`src/rtl/div_seq_param_if.sv`:
```
// div_seq_param_if: operand/result bus of the sequential divider.
//
// Handshake semantics (both directions):
//   A transfer happens on a rising clk edge where valid && ready are both 1.
//   The producer holds valid and its payload stable until that edge.
//   The consumer may raise or drop ready freely.
//   Input side: in_valid/dividend/divisor/signed_op are from the producer,
//   and in_ready is from the divider.
//   Output side: out_valid/quotient/remainder/div_by_zero are from the
//   divider, and out_ready is from the consumer.
interface div_seq_param_if #(
   parameter int WIDTH = 32
);
   logic             in_valid;
   logic             in_ready;
   logic [WIDTH-1:0] dividend;
   logic [WIDTH-1:0] divisor;
   logic             signed_op;
   logic             out_valid;
   logic             out_ready;
   logic [WIDTH-1:0] quotient;
   logic [WIDTH-1:0] remainder;
   logic             div_by_zero;

   // Producer of operands / consumer of results
   modport master (
      output in_valid, dividend, divisor, signed_op, out_ready,
      input  in_ready, out_valid, quotient, remainder, div_by_zero
   );

   // The divider itself
   modport slave (
      input  in_valid, dividend, divisor, signed_op, out_ready,
      output in_ready, out_valid, quotient, remainder, div_by_zero
   );
endinterface

```
`src/rtl/div_seq_param.sv`:
```
// div_seq_param: parametrised restoring divider producing one quotient bit
// per clock. It supports signed and unsigned operation selected at run time,
// and it reports divide-by-zero.
// Optional macro DIV_SEQ_FASTPATH_EN: when |divisor| > |dividend|, the result
// (quotient 0, remainder = dividend) is returned without iterating.
// o_dbg_state encoding: 0 = IDLE, 1 = CALC, 2 = DONE.
module div_seq_param #(
   parameter int WIDTH = 32
) (
   input  logic           clk,
   input  logic           rst,
   div_seq_param_if.slave bus,
   output logic [1:0]     o_dbg_state
);
   localparam int CW = $clog2(WIDTH + 1);

   typedef enum logic [1:0] {
      IDLE = 2'd0,
      CALC = 2'd1,
      DONE = 2'd2
   } state_t;

   state_t             r_state;
   state_t             w_next;
   logic [2*WIDTH-1:0] r_work;      // {partial remainder, dividend/quotient}
   logic [WIDTH-1:0]   r_div_mag;
   logic [CW-1:0]      r_cnt;
   logic               r_q_neg;
   logic               r_r_neg;
   logic [WIDTH-1:0]   r_quot;
   logic [WIDTH-1:0]   r_rem;
   logic               r_dbz;
   logic               r_out_valid;

   logic               w_accept;
   logic               w_a_neg;
   logic               w_b_neg;
   logic [WIDTH-1:0]   w_a_mag;
   logic [WIDTH-1:0]   w_b_mag;
   logic               w_b_zero;
   logic               w_fast;
   logic [WIDTH:0]     w_top;
   logic [WIDTH:0]     w_sub;
   logic               w_ge;
   logic [2*WIDTH-1:0] w_step;
   logic [WIDTH-1:0]   w_q_fix;
   logic [WIDTH-1:0]   w_r_fix;
   logic               w_last;

   assign w_accept = bus.in_valid && bus.in_ready;
   assign w_a_neg  = bus.signed_op && bus.dividend[WIDTH-1];
   assign w_b_neg  = bus.signed_op && bus.divisor[WIDTH-1];
   // MIN negates to itself; read as unsigned it is 2^(WIDTH-1), which is what we want
   assign w_a_mag  = w_a_neg ? (~bus.dividend + 1'b1) : bus.dividend;
   assign w_b_mag  = w_b_neg ? (~bus.divisor + 1'b1) : bus.divisor;
   assign w_b_zero = (bus.divisor == '0);

`ifdef DIV_SEQ_FASTPATH_EN
   assign w_fast = !w_b_zero && (w_b_mag > w_a_mag);
`else
   assign w_fast = 1'b0;
`endif

   // One restoring step. The shifted partial remainder needs WIDTH+1 bits,
   // because it can reach 2*|divisor|-1. Bit WIDTH of the difference is 1
   // exactly when the trial subtraction would go negative.
   assign w_top  = r_work[2*WIDTH-1:WIDTH-1];
   assign w_sub  = w_top - {1'b0, r_div_mag};
   assign w_ge   = ~w_sub[WIDTH];
   assign w_step = {(w_ge ? w_sub[WIDTH-1:0] : w_top[WIDTH-1:0]),
                    r_work[WIDTH-2:0], w_ge};

   // The last step and the sign fix-up share one edge.
   assign w_q_fix = r_q_neg ? (~w_step[WIDTH-1:0] + 1'b1) : w_step[WIDTH-1:0];
   assign w_r_fix = r_r_neg ? (~w_step[2*WIDTH-1:WIDTH] + 1'b1)
                            : w_step[2*WIDTH-1:WIDTH];
   assign w_last  = (r_cnt == CW'(WIDTH - 1));

   assign bus.in_ready    = (r_state == IDLE) && !rst;
   assign bus.out_valid   = r_out_valid;
   assign bus.quotient    = r_quot;
   assign bus.remainder   = r_rem;
   assign bus.div_by_zero = r_dbz;
   assign o_dbg_state     = r_state;

   // State register
   always_ff @(posedge clk) begin
      if (rst) r_state <= IDLE;
      else     r_state <= w_next;
   end

   // Next-state selection
   always_comb begin
      w_next = r_state;
      case (r_state)
         IDLE:    if (w_accept) w_next = (w_b_zero || w_fast) ? DONE : CALC;
         CALC:    if (w_last) w_next = DONE;
         DONE:    if (bus.out_ready) w_next = IDLE;
         default: w_next = IDLE;
      endcase
   end

   // Datapath: operand capture, iteration and result registers
   always_ff @(posedge clk) begin
      if (rst) begin
         r_work      <= '0;
         r_div_mag   <= '0;
         r_cnt       <= '0;
         r_q_neg     <= 1'b0;
         r_r_neg     <= 1'b0;
         r_quot      <= '0;
         r_rem       <= '0;
         r_dbz       <= 1'b0;
         r_out_valid <= 1'b0;
      end else begin
         case (r_state)
            IDLE: begin
               if (w_accept) begin
                  r_work    <= {{WIDTH{1'b0}}, w_a_mag};
                  r_div_mag <= w_b_mag;
                  r_q_neg   <= w_a_neg ^ w_b_neg;
                  r_r_neg   <= w_a_neg;
                  r_cnt     <= '0;
                  if (w_b_zero) begin
                     r_quot      <= '1;
                     r_rem       <= bus.dividend;
                     r_dbz       <= 1'b1;
                     r_out_valid <= 1'b1;
                  end else if (w_fast) begin
                     r_quot      <= '0;
                     r_rem       <= bus.dividend;
                     r_dbz       <= 1'b0;
                     r_out_valid <= 1'b1;
                  end
               end
            end
            CALC: begin
               if (w_last) begin
                  r_quot      <= w_q_fix;
                  r_rem       <= w_r_fix;
                  r_dbz       <= 1'b0;
                  r_out_valid <= 1'b1;
               end else begin
                  r_work <= w_step;
                  r_cnt  <= r_cnt + CW'(1);
               end
            end
            DONE: begin
               if (bus.out_ready) r_out_valid <= 1'b0;
            end
            default: r_out_valid <= 1'b0;
         endcase
      end
   end
endmodule

```
`src/flat_wrapper.sv`:
```
// flat-port wrapper written by rule: the top's interface ports become plain ports
module div_seq_param_flat 
#(
   parameter int WIDTH = 32
)
  (clk, rst, o_dbg_state, bus_in_valid, bus_dividend, bus_divisor, bus_signed_op, bus_out_ready, bus_in_ready, bus_out_valid, bus_quotient, bus_remainder, bus_div_by_zero);
  div_seq_param_if #(.WIDTH(WIDTH)) bus_i ();
  input  logic clk;
  input  logic rst;
  output logic [1:0] o_dbg_state;
  input wire logic [$bits(bus_i.in_valid)-1:0] bus_in_valid;
  input wire logic [$bits(bus_i.dividend)-1:0] bus_dividend;
  input wire logic [$bits(bus_i.divisor)-1:0] bus_divisor;
  input wire logic [$bits(bus_i.signed_op)-1:0] bus_signed_op;
  input wire logic [$bits(bus_i.out_ready)-1:0] bus_out_ready;
  output wire logic [$bits(bus_i.in_ready)-1:0] bus_in_ready;
  output wire logic [$bits(bus_i.out_valid)-1:0] bus_out_valid;
  output wire logic [$bits(bus_i.quotient)-1:0] bus_quotient;
  output wire logic [$bits(bus_i.remainder)-1:0] bus_remainder;
  output wire logic [$bits(bus_i.div_by_zero)-1:0] bus_div_by_zero;
  assign bus_i.in_valid = bus_in_valid;
  assign bus_i.dividend = bus_dividend;
  assign bus_i.divisor = bus_divisor;
  assign bus_i.signed_op = bus_signed_op;
  assign bus_i.out_ready = bus_out_ready;
  assign bus_in_ready = bus_i.in_ready;
  assign bus_out_valid = bus_i.out_valid;
  assign bus_quotient = bus_i.quotient;
  assign bus_remainder = bus_i.remainder;
  assign bus_div_by_zero = bus_i.div_by_zero;
  div_seq_param #(.WIDTH(WIDTH)) u_core (.clk(clk), .rst(rst), .bus(bus_i), .o_dbg_state(o_dbg_state));
endmodule
```
`config.mk`:
```
export PLATFORM = sky130hd
export DESIGN_NAME = div_seq_param_flat
export DESIGN_NICKNAME = d
export VERILOG_FILES = /design/src/rtl/div_seq_param_if.sv /design/src/rtl/div_seq_param.sv /design/src/flat_wrapper.sv
export SDC_FILE = /design/constraint.sdc
export NUM_CORES = 1
export LEC_CHECK = 0
export BUFFER_PORTS_ARGS = -buffer_cell sky130_fd_sc_hd__buf_2
export CAP_MARGIN = 10
export CORE_UTILIZATION = 64
export DETAILED_ROUTE_END_ITERATION = 7
export GPL_TIMING_DRIVEN = 0
export PLACE_DENSITY = 0.95
export SYNTH_ARGS = -nofsm -noshare
export SYNTH_HDL_FRONTEND = slang
export SYNTH_SLANG_ARGS = --single-unit
```
`constraint.sdc`:
```
create_clock -name clk -period 9.3 [get_ports clk]
set_clock_uncertainty 0.15 [all_clocks]
set_input_delay 1.86 -clock clk [delete_from_list [all_inputs] [get_ports clk]]
set_output_delay 1.86 -clock clk [all_outputs]
set_load 0.03 [all_outputs]
```
==> flow_summary.yaml <==
layout:
  area_growth_pct: 13.3
  final_cells: 1958
  drive_gt1_share_pct: 11.3
  layout_commonest_cell: "nor2_1"
  final_cell_mix: "221 x nor2_1, 172 x dfxtp_1, 147 x buf_2, 142 x nand2_1, 116 x a21oi_1"
  n_antenna_cell: 0
  fin_nets: 1829
synthesis:
  synth_ff_type: "dfxtp_1"
  async_reset_ff_share_pct: 0
  synth_area_um2: 11600
  ys_ff_latch: 172
  synth_edf_count: 0
  syn-num-nets: 1673
  synth.distinct_cells: 75
  yosysSeqAreaShare_pct: 29.6
  syn_avg_cell_area_um2: 7.43
  syn_inst: 1566
  ys_warn_count: 0
clocking:
  ctsRootBufferMaster: "clkbuf_16"
  hold_buffers: 0
  cts_resized: 0
  numCtsBuffers: 17
  clock_latency_ns: 0.45
  clockBufferDepth: 2
  cts.sinks: 172
  cts.clk_slew.worst_paths_ns: 0.07
  cts_tree: "built"
  cts.htree.levels: 4
  post_cts_buffers: 0
grt:
  grt_pass1_vias: 12100
  grt_max_degree: 17
  antenna_found_initial: 0
  track_usage_pct: 45.1
  gr-total-overflow: 0
  grt_pass1_wl_um: 64300
drt:
  vias: 13200
  drtIter0Drc: 1756
  drc: 0
  wl_per_cell_um: 21.6
  antenna_left: 0
  avgViaCountPerCell: 6.75
  postRouteWirelength_um: 42400
  drt-pass1-iter-count: 6
timing:
  drv_slew: 0
  worst_pin_slew_ns: 1.01
  setup-tns-final_ns: 0
  final-setup-viol-count: 0
  hold_viol: 0
  relSlewSlack_pct: 32.3
  rsz0062_at_grt: "false"
  fin_crit_sh_pct: 87.8
  finalCriticalPeriod_ns: 8.17
  fmax_mhz: 122
critical_path:
  path_class: "flip-flop to flip-flop"
  critPathArrivalTime_ns: 8.38
  start_kind: "flip-flop"
  worstPathRequired_ns: 9.51
  path_max_fanout: 10
  end_kind: "flip-flop"
hold_path:
  min_path_type: "flip-flop to flip-flop"
placed_design:
  dp_hpwl_um: 32600
  portBuffers: 137
  gp_congestion: 0.988
  placed_cells: 1928
power:
  p_per_area_nw_per_um2: 181
  leakage_nw: 5.18
  ir_drop_uv: 157
floorplan:
  io_pins: 138
  die_x_um: 137
  start_util_pct: 66.4
  rows: 48
  coreArea_um2: 17500
  fp.dieH_um: 137
  die-area_um2: 18700
job:
  cap_violations: 0
status:
  status: "completed"
## power by group
part / internal, mW / switching [mW]
logic: 0.263 / 0.552
registers: 0.791 / 0.0510
clock network: 0.403 / 0.332
## state kept, by name, indices dropped and copies added (netlist names), 2 cells and up
signal	flops
u_core.r_work	64
u_core.r_div_mag	32
u_core.r_cnt	6
u_core.bus.quotient	32
u_core.o_dbg_state	2
u_core.bus.remainder	32
## cells by family (layout without fill, tap and decap cells)
group	count (synthesis)	after routing	share of synthesized area [%]
mux	24	24	2.09
flops	172	172	29.6
simple gates	567	567	22.2
buf+inv	159	326	5.30
fa+ha+maj	38	38	4.15
compound gates	472	472	26.6
xor+xnor	134	134	10.1
## cells in the mapped netlist, types with 12 or more instances
library cell	number	area share, %
nor2_1	221	7.1
dfxtp_1	172	30
nand2_1	142	4.6
a21oi_1	116	5.0
o21ai_0	95	4.1
clkbuf_1	88	2.8
xor2_1	68	5.1
xnor2_1	66	5.0
a211oi_1	55	3.5
inv_1	55	1.8
nor3_1	43	1.8
or3_1	43	2.3
a31oi_1	42	2.3
ha_1	37	4.0
o31ai_1	36	2.3
nand3_1	35	1.5
a311oi_1	27	2.0
mux2i_1	22	1.9
o41ai_1	16	1.2
and3_1	13	0.70
nor4_1	12	0.65
or4_1	12	0.77
## worst max-delay path, stage by stage (launching register included)
cell and delay (ns):
dfxtp_1 0.40, inv_1 0.09, ha_1 0.16, inv_1 0.07
fa_1 0.41, a211oi_1 0.46, o211ai_1 0.32, nand3_1 0.24
a21oi_1 0.15, nor3_2 0.35, nor2_2 0.08, inv_1 0.19
clkbuf_1 0.58, clkbuf_1 0.58, clkbuf_1 0.58, nor2_1 0.08
a21oi_1 0.50, ha_1 0.37, nand3_1 0.13, nor4_1 0.42
a31oi_1 0.29, nand3b_1 0.49, o31ai_1 0.44, xor2_1 0.25
nand2_1 0.09, a31oi_1 0.21
## cell type report
class	count	area [um^2]
Buffer	104	410
Clock buffer	18	439
Clock inverter	12	141
Fill cell	1390	4350
Inverter	55	206
Multi-Input combinational cell	1235	7580
Sequential cell	172	3440
Tap cell	225	282
Timing Repair Buffer	137	686
## metrics by stage
| step | total power [mW] | instance area, um^2 | setup slack, ns | util [%] | hold slack [ns] |
|---|---|---|---|---|---|
| 6_report | 2.39 | 13200 | 1.13 | 75.2 | 0.324 |
| 5_1_grt | 2.47 | 13200 | 0.949 | 75.2 | 0.345 |
| 4_1_cts | 2.35 | 13200 | 1.53 | 75.2 | 0.327 |
| 3_5_place_dp | 1.64 | 12600 | 1.63 | 71.9 | 0.315 |
| 3_3_place_gp | 1.62 | 12600 | 1.71 | 71.9 | 0.308 |
| 2_1_floorplan | 1.40 | 11600 | 4.01 | - | 0.291 |
## layer usage
| layer | GRT usage (%) | vias to the layer above | wire, um |
|---|---|---|---|
| met5 | 0 | - | 0 |
| met4 | 29.4 | 0 | 2710 |
| met3 | 10.6 | 216 | 5150 |
| met2 | 71.0 | 994 | 18700 |
| met1 | 55.0 | 6008 | 15800 |
| li1 | - | 5997 | - |
## path summary, 6_finish.rpt
| path | start | end | cells past startpoint | slack [ns] |
|---|---|---|---|---|
| max | u_core.r_work[31]$_SDFFE_PP0P_ | u_core.bus.remainder[26]$_SDFFE_PP0P_ | 25 | 1.13 |
| min | u_core.bus.remainder[24]$_SDFFE_PP0P_ | u_core.bus.remainder[24]$_SDFFE_PP0P_ | 2 | 0.32 |
| min reg2reg | u_core.bus.remainder[24]$_SDFFE_PP0P_ | u_core.bus.remainder[24]$_SDFFE_PP0P_ | 2 | 0.32 |
| max reg2reg | u_core.r_work[31]$_SDFFE_PP0P_ | u_core.bus.remainder[26]$_SDFFE_PP0P_ | 25 | 1.13 |
Power figures use the tool's default switching activity.
